### src/rtl/uart_rx_fifo.sv
// UART 8N1 receiver with a first-word-fall-through receive FIFO.
// Define UART_RX_PARITY_EN for 8E1 frames with parity checking.
module uart_rx_fifo #(
  parameter int CLKS_PER_BIT = 868,
  parameter int FIFO_DEPTH   = 8
) (
  input  logic                        clk_i,
  input  logic                        rst_i,
  input  logic                        rx_i,
  output logic [7:0]                  data_o,
  output logic                        valid_o,
  input  logic                        ready_i,
  output logic [$clog2(FIFO_DEPTH):0] level_o,
  output logic                        frame_err_o,
  output logic                        overrun_o,
  output logic                        parity_err_o
);
  localparam int AW = $clog2(FIFO_DEPTH);
  localparam int LW = AW + 1;
  localparam int CW = $clog2(CLKS_PER_BIT + 1);
  localparam logic [CW-1:0] HALF = CW'(CLKS_PER_BIT / 2);
  localparam logic [CW-1:0] FULL = CW'(CLKS_PER_BIT);

  typedef enum logic [2:0] {
    IDLE, START, DATA,
`ifdef UART_RX_PARITY_EN
    PARITY,
`endif
    STOP, WAIT_HIGH
  } state_t;

  state_t          state, state_nxt;
  logic            rx_m, rx_s;
  logic [CW-1:0]   cnt;
  logic [2:0]      bit_cnt;
  logic [7:0]      shift;
  logic            tick;
  logic            push_req, frame_bad, par_fail;
  logic            push, pop, full;
  logic [AW-1:0]   wr_ptr, rd_ptr, rd_nxt;
  logic [LW-1:0]   level;
  logic [7:0]      mem [FIFO_DEPTH];

  always_ff @(posedge clk_i or negedge rst_i)
    if (!rst_i) {rx_s, rx_m} <= 2'b11;
    else        {rx_s, rx_m} <= {rx_m, rx_i};

  assign tick = (cnt == CW'(1));

  always_ff @(posedge clk_i or negedge rst_i)
    if (!rst_i) state <= IDLE;
    else        state <= state_nxt;

  always_comb begin
    state_nxt = state;
    case (state)
      IDLE:      if (!rx_s) state_nxt = START;
      START:     if (tick) state_nxt = rx_s ? IDLE : DATA;
`ifdef UART_RX_PARITY_EN
      DATA:      if (tick && bit_cnt == 3'd7) state_nxt = PARITY;
      PARITY:    if (tick) state_nxt = STOP;
`else
      DATA:      if (tick && bit_cnt == 3'd7) state_nxt = STOP;
`endif
      STOP:      if (tick) state_nxt = rx_s ? IDLE : WAIT_HIGH;
      WAIT_HIGH: if (rx_s) state_nxt = IDLE;
      default:   state_nxt = IDLE;
    endcase
  end

`ifdef UART_RX_PARITY_EN
  logic par_bad;
  always_ff @(posedge clk_i or negedge rst_i)
    if (!rst_i)                       par_bad <= 1'b0;
    else if (state == PARITY && tick) par_bad <= rx_s ^ (^shift);
`else
  logic par_bad;
  assign par_bad = 1'b0;
`endif

  // A bad stop bit masks any parity result.
  always_comb begin
    push_req  = 1'b0;
    frame_bad = 1'b0;
    par_fail  = 1'b0;
    if (state == STOP && tick) begin
      frame_bad = !rx_s;
      push_req  = rx_s && !par_bad;
      par_fail  = rx_s && par_bad;
    end
  end

  // Counter reloads to half a bit while idle so START samples mid-bit.
  always_ff @(posedge clk_i or negedge rst_i)
    if (!rst_i)             cnt <= '0;
    else if (state == IDLE) cnt <= HALF;
    else if (tick)          cnt <= FULL;
    else                    cnt <= cnt - 1'b1;

  always_ff @(posedge clk_i or negedge rst_i)
    if (!rst_i) begin
      bit_cnt <= '0;
      shift   <= '0;
    end else if (state == START && tick) begin
      bit_cnt <= '0;
    end else if (state == DATA && tick) begin
      shift   <= {rx_s, shift[7:1]};
      bit_cnt <= bit_cnt + 1'b1;
    end

  assign full   = (level == LW'(FIFO_DEPTH));
  assign pop    = valid_o && ready_i;
  assign push   = push_req && (!full || pop);
  assign rd_nxt = rd_ptr + 1'b1;

  always_ff @(posedge clk_i)
    if (push) mem[wr_ptr] <= shift;

  // data_o is the registered head; refresh on push-to-empty or pop.
  always_ff @(posedge clk_i or negedge rst_i)
    if (!rst_i) begin
      wr_ptr <= '0;
      rd_ptr <= '0;
      level  <= '0;
      data_o <= '0;
    end else begin
      if (push) wr_ptr <= wr_ptr + 1'b1;
      if (pop)  rd_ptr <= rd_nxt;
      case ({push, pop})
        2'b10:   level <= level + 1'b1;
        2'b01:   level <= level - 1'b1;
        default: level <= level;
      endcase
      if (push && level == '0)       data_o <= shift;
      else if (pop && level > LW'(1)) data_o <= mem[rd_nxt];
      else if (pop && push)           data_o <= shift;
    end

  always_ff @(posedge clk_i or negedge rst_i)
    if (!rst_i) begin
      frame_err_o <= 1'b0;
      overrun_o   <= 1'b0;
    end else begin
      frame_err_o <= frame_bad;
      overrun_o   <= push_req && full && !pop;
    end

`ifdef UART_RX_PARITY_EN
  always_ff @(posedge clk_i or negedge rst_i)
    if (!rst_i) parity_err_o <= 1'b0;
    else        parity_err_o <= par_fail;
`else
  assign parity_err_o = 1'b0;
  logic unused_par;
  assign unused_par = par_fail;
`endif

  assign valid_o = (level != '0);
  assign level_o = level;
endmodule

### config.mk
export PLATFORM = sky130hd
export DESIGN_NAME = uart_rx_fifo
export DESIGN_NICKNAME = d
export VERILOG_FILES = /design/src/rtl/uart_rx_fifo.sv
export SDC_FILE = /design/constraint.sdc
export NUM_CORES = 1
export LEC_CHECK = 0
export CAP_MARGIN = 20
export CELL_PAD_IN_SITES_DETAIL_PLACEMENT = 1
export CELL_PAD_IN_SITES_GLOBAL_PLACEMENT = 2
export CORE_MARGIN = 1.5
export CORE_UTILIZATION = 48
export CTS_CLUSTER_SIZE = 16
export DETAILED_ROUTE_END_ITERATION = 16
export GPL_TIMING_DRIVEN = 0
export PLACE_DENSITY = 0.92
export REMOVE_ABC_BUFFERS = 1
export SLEW_MARGIN = 5
export SYNTH_ARGS = -nofsm -noshare
export SYNTH_HDL_FRONTEND = slang
export SYNTH_SLANG_ARGS = --single-unit
### constraint.sdc
create_clock -name clk_i -period 5.2 [get_ports clk_i]
set_clock_uncertainty 0.05 [all_clocks]
set_input_delay 1.56 -clock clk_i [delete_from_list [all_inputs] [get_ports clk_i]]
set_output_delay 1.56 -clock clk_i [all_outputs]
set_load 0.03 [all_outputs]
==> reports/results.txt, run 1 <==
largest net degree at the start of global routing - 31
cells on worst reg2reg path - 7
area leader, netlist - edfxtp_1
I/O Pins - 20
initial antenna violation count - 0
DR vias/cell - 5.79
RSZ-0062 raised after global routing - no
most common cell after layout, fill and taps aside - edfxtp_1
Total Power - 2.09 mW
Post-CTS Setup Bufs - 0
# rows - 36
core box area - 9640 sq um
headroom to the max-slew limit - 39.3%
EDFF count, synth - 64
power density over the cells - 396 nW/um^2
first-pass GRT wire length - 15800 microns
Seq cells post-synth - 110
area of the multi-input gates - 1570 sq um
CTS sink count - 110
ANT cells - 0
DP Wirelength - 6700 microns
area growth from synthesis to layout - 11.9%
Unique masters post-synth - 50
filler cell count - 946
layout cells sized above 1 - 15.7%
fin. max-slew vios - 0
Yosys warnings - 0
Clk pwr share - 24.7%
DP Worst Slack - 1050 ps
TritonCTS clock tree - yes
wire per inst - 20.7 microns
Hold WC Path Type - reg -> reg
Worst Hold Slack - 316 ps
fmax - 0.252 GHz
Worst-Margin Slew - 904 ps
DR vias - 2720
FF/Latch Area - 3080 sq um
hold_buf cts - 0
Final Hold Vio Count - 0
mapped cell area - 4720 sq um
number of setup violations in the final report - 0
post-route setup TNS - 0 ps
Critical R2R Capture - mem[0][4]$_DFFE_PP_
Remaining DRCs - 0
GP Congestion - 0.730
Starting DRT DRC Count - 92
Comb power frac - 27.0%
GRT overflow - 0
leading cell types in the layout, fill and taps excluded - 64 x edfxtp_1, 44 x dfrtp_1, 26 x nor2_1
cells after synthesis - 310
worst-path maximum fanout - 8
antenna-violating nets left - 0
total number of H-tree levels - 3
vias in the first global route - 2884
Main synth FF type - edfxtp_1
asr flop ratio synth - 41.8%
number of port buffers - 18
total of max-cap violations - 0
Area contributors post-synth - edfxtp_1 41%, dfrtp_1 23%, mux4_2 7.6%, mux2_4 2.5%, ha_1 2.4%
worst endpoint data arrival time - 2350 ps
Top cell by count, worst path - inv_1
Crit. End Element - output port
crit path buf inv count - 3
cts repair resizes - 0
Crit path max-delay family - buffers and inverters
Worst Setup EP - valid_o
peak supply drop - 0.308 mV
sequential area share after synthesis - 65.1%
slowest library cell on the worst path - clkdlybuf4s50_1
Req. time, crit path - 3590 ps
CTS clk-pin slew, worst paths - 100 ps
area of the die - 10400 sq um
final WL - 9740 microns
Die H - 102 microns
Worst Setup SP - level_o[1]$_DFFE_PN0P_
Initial Utilization - 49.0%
fin crit period - 3960 ps
kind of critical path - reg -> out
final period utilization - 76.2%
GRT Overall Usage - 20.6%
Final WS setup - 1240 ps
Num CTS Buffers - 9
Die Wd - 102 microns
Sequential Power Share - 48.3%
Pint - 1.45 mW
RR Startpoint - cnt[1]$_DFF_PN0_
clock tree buffer depth - 2
outcome - complete, no violations
type of origin of the critical path - register
switch share - 30.8%
register-to-register setup slack - 1980 ps
Syn Area/Cell - 15.2 sq um
crit-path cells - inv_1 > ha_1 > nand2b_1 > nor2_1 > inv_1 > clkdlybuf4s50_1
top-area cell type share of the netlist area - 40.7%
Critical Path Stages - 6
root buffer cell - clkbuf_8
clk_lat worst skew - 380 ps
Sw Pwr - 0.644 mW
Largest stage delay, worst path - 680 ps
leakage - 2.15 nW
drt pass-1 iters - 4
Nets - 345
power by group through the flow:
stage / combinational [mW] / sequential [mW] / clock (mW)
5_1_grt: 0.613 / 1.02 / 0.558
3_5_place_dp: 0.524 / 1.03 / 0
4_1_cts: 0.527 / 1.01 / 0.528
6_report: 0.565 / 1.01 / 0.518
2_1_floorplan: 0.335 / 1.04 / 0
3_3_place_gp: 0.493 / 1.02 / 0
kinds of logic (layout without fill, tap and decap cells):
family	Yosys count	in the layout	share of synthesized area, %
AOI/OAI and AO/OA	41	41	6.33
xor gates and xnor gates	12	12	2.23
adders and majority gates	10	10	2.60
buffers and inverters	20	47	1.83
DFF	110	110	65.1
muxes	36	36	12.8
other	1	1	0.0794
and+or+nand+nor	80	80	8.98
through the flow:
step,cells,cell area [sq um],util (%)
floorplan,298,4660,-
global placement,449,5010,52.0
detailed placement,453,5060,52.5
CTS,469,5260,54.5
global route,470,5280,54.8
finish,470,5280,54.8
worst min path at each step:
stage / startpoint / to / slack (ps) / cells after the start
CTS: rx_m$_DFF_PN1_ / rx_s$_DFF_PN1_ / 320 / 0
finish: rx_m$_DFF_PN1_ / rx_s$_DFF_PN1_ / 320 / 0
detailed placement: rx_m$_DFF_PN1_ / rx_s$_DFF_PN1_ / 300 / 0
floorplan: rx_m$_DFF_PN1_ / rx_s$_DFF_PN1_ / 300 / 0
global placement: rx_m$_DFF_PN1_ / rx_s$_DFF_PN1_ / 300 / 0
global route: rx_m$_DFF_PN1_ / rx_s$_DFF_PN1_ / 320 / 0
synth_stat cells (all sizes together), types with 2 or more instances:
| cell type | number |
|---|---|
| a211oi | 4 |
| o21ai | 8 |
| nor4 | 3 |
| dfrtp | 44 |
| nor2b | 2 |
| a31oi | 3 |
| edfxtp | 64 |
| nand3 | 8 |
| clkbuf | 6 |
| mux2i | 9 |
| a21oi | 7 |
| mux2 | 11 |
| nand2b | 3 |
| inv | 8 |
| xor2 | 2 |
| xnor2 | 10 |
| buf | 6 |
| o31ai | 2 |
| a32oi | 2 |
| nor3 | 10 |
| nor2 | 26 |
| nand4 | 3 |
| nand4b | 2 |
| ha | 9 |
| or3 | 4 |
| nand2 | 13 |
| o211ai | 2 |
| mux4 | 16 |
| a221o | 8 |
| dfstp | 2 |
layer usage:
layer | GRT usage, % | vias to the layer above | share of wire (%)
met4 | 8.85 | 0 | 2.1
li1 | - | 1241 | -
met3 | 5.20 | 18 | 3.2
met5 | 0 | - | 0
met1 | 28.3 | 1404 | 47
met2 | 31.5 | 57 | 48
state kept, by name, summed over array words and instances, names as in the netlist:
signal,count
cnt,10
wr_ptr,3
rx_s,1
bit_cnt,3
rx_m,1
state,3
frame_err_o,1
shift,8
overrun_o,1
rd_ptr,3
mem,64
data_o,8
level_o,4
area by class of cell:
cell class / count / area share, %
tap: 133 / 3.15
timing repair buffer: 23 / 4.74
inverter: 8 / 0.568
clock buffer: 12 / 2.56
multi-input combinational: 180 / 29.7
sequential: 110 / 58.2
clock inverter: 4 / 1.11
No activity file was read; power rests on OpenSTA's default activity.
==> run 2, diff against run 1 <==
Settings changed: CORE_UTILIZATION 48 to 44, PLACE_DENSITY 0.92 to 0.86.
Clock period 5.2 ns to 3.9 ns, I/O delays scaled along.
==> run 2 against run 1 <==
- register-to-register slack worse by 1000 ps
- sequential share of layout area is 0.27 points lower
- flip-flop and latch count stayed put
- total power is 36% higher
==> reports/results.txt, run 2 (synthesized netlist as in run 1, its figures left out) <==
Starting DRT DRC Count - 179
Largest register FFs - 64
FF/Latch Area - 3080 sq um
kind of critical path - reg -> out
Num CTS Buffers - 9
Nets - 344
DP Wirelength - 6660 microns
Initial Utilization - 45.5%
area of the die - 11400 sq um
I/O Pins - 20
Worst-Margin Slew - 906 ps
leakage - 2.17 nW
type of origin of the critical path - register
total number of H-tree levels - 3
Hold WC Path Type - reg -> reg
Req. time, crit path - 2680 ps
Post-CTS Setup Bufs - 0
core box area - 10400 sq um
most common cell after layout, fill and taps aside - edfxtp_1
hold_buf cts - 0
clk_lat worst skew - 370 ps
TritonCTS clock tree - yes
# rows - 37
area growth from synthesis to layout - 12.4%
ANT cells - 0
design area - 5310 sq um
wire per inst - 20.6 microns
number of port buffers - 18
Final Hold Vio Count - 0
Top Registers - mem: 64 flops, cnt: 10 flops
filler cell count - 1037
power density over the cells - 535 nW/um^2
vias in the first global route - 2909
DP Worst Slack - 268 ps
fin crit period - 3580 ps
GP Congestion - 0.752
leading cell types in the layout, fill and taps excluded - 64 x edfxtp_1, 44 x dfrtp_1, 26 x nor2_1
cells on worst reg2reg path - 6
Reg with most FFs - mem
first-pass GRT wire length - 15800 microns
DR vias/cell - 5.68
GRT Overall Usage - 18.7%
fin. max-slew vios - 0
final period utilization - 91.8%
layout cells sized above 1 - 16.7%
outcome - complete, no violations
area of the multi-input gates - 1570 sq um
peak supply drop - 0.268 mV
Final WS setup - 319 ps
CTS clk-pin slew, worst paths - 100 ps
final WL - 9710 microns
CTS sink count - 110
RSZ-0062 raised after global routing - no
cts repair resizes - 0
largest net degree at the start of global routing - 33
Worst Hold Path Cells - 0
Die Wd - 107 microns
number of setup violations in the final report - 0
Total Power - 2.84 mW
root buffer cell - clkbuf_8
Remaining DRCs - 0
fmax - 0.279 GHz
worst endpoint data arrival time - 2360 ps
DR vias - 2679
GRT overflow - 0
clock tree buffer depth - 2
Die H - 107 microns
headroom to the max-slew limit - 39.2%
drt pass-1 iters - 4
total of max-cap violations - 0
cell area after placement - 5060 sq um
antenna-violating nets left - 0
initial antenna violation count - 0
Crit. End Element - output port
worst-path maximum fanout - 8
[run 2: final cells by class]
class                           count  area share, %
Clock buffer                       11           2.85
Clock inverter                      5           1.20
Inverter                            8          0.566
Multi-Input combinational cell    180           29.6
Sequential cell                   110           57.9
Tap cell                          136           3.21
Timing Repair Buffer               22           4.62
[run 2: through the flow]
step	std cells	util [%]	hold slack, ps	setup TNS (ps)
floorplan	298	-	295	0
global placement	452	48.4	297	-647
detailed placement	455	48.8	298	0
CTS	471	50.9	313	0
global route	472	51.2	316	0
finish	472	51.2	312	0
[run 2: critical path: stages (launching register included)]
cell             delay [ps]
dfrtp_1                 510
inv_1                   120
ha_1                    250
nand2b_1                190
nor2_1                   90
inv_1                   130
clkdlybuf4s50_1         690
[run 2: power by group]
group / switching (mW) / internal (mW)
clock network: 0.402 / 0.340
logic: 0.389 / 0.365
registers: 0.0844 / 1.26
[run 2: path summary, 6_finish.rpt]
kind / slack, ps / end / start
max: 320 / valid_o / level_o[1]$_DFFE_PN0P_
min: 310 / rx_s$_DFF_PN1_ / rx_m$_DFF_PN1_
max reg2reg: 940 / mem[3][7]$_DFFE_PP_ / cnt[1]$_DFF_PN0_
min reg2reg: 310 / rx_s$_DFF_PN1_ / rx_m$_DFF_PN1_
max in group asynchronous: 2640 / cnt[9]$_DFF_PN0_ / rst_i
min in group asynchronous: 660 / shift[2]$_DFFE_PN0P_ / rst_i
[run 2: per-layer routing]
| metal | vias to the layer above | share of wire [%] | track usage, % |
|---|---|---|---|
| li1 | 1229 | - | - |
| met2 | 35 | 51 | 31.6 |
| met1 | 1398 | 45 | 24.0 |
| met5 | - | 0 | 0 |
| met4 | 0 | 2.0 | 7.81 |
| met3 | 17 | 2.5 | 2.86 |
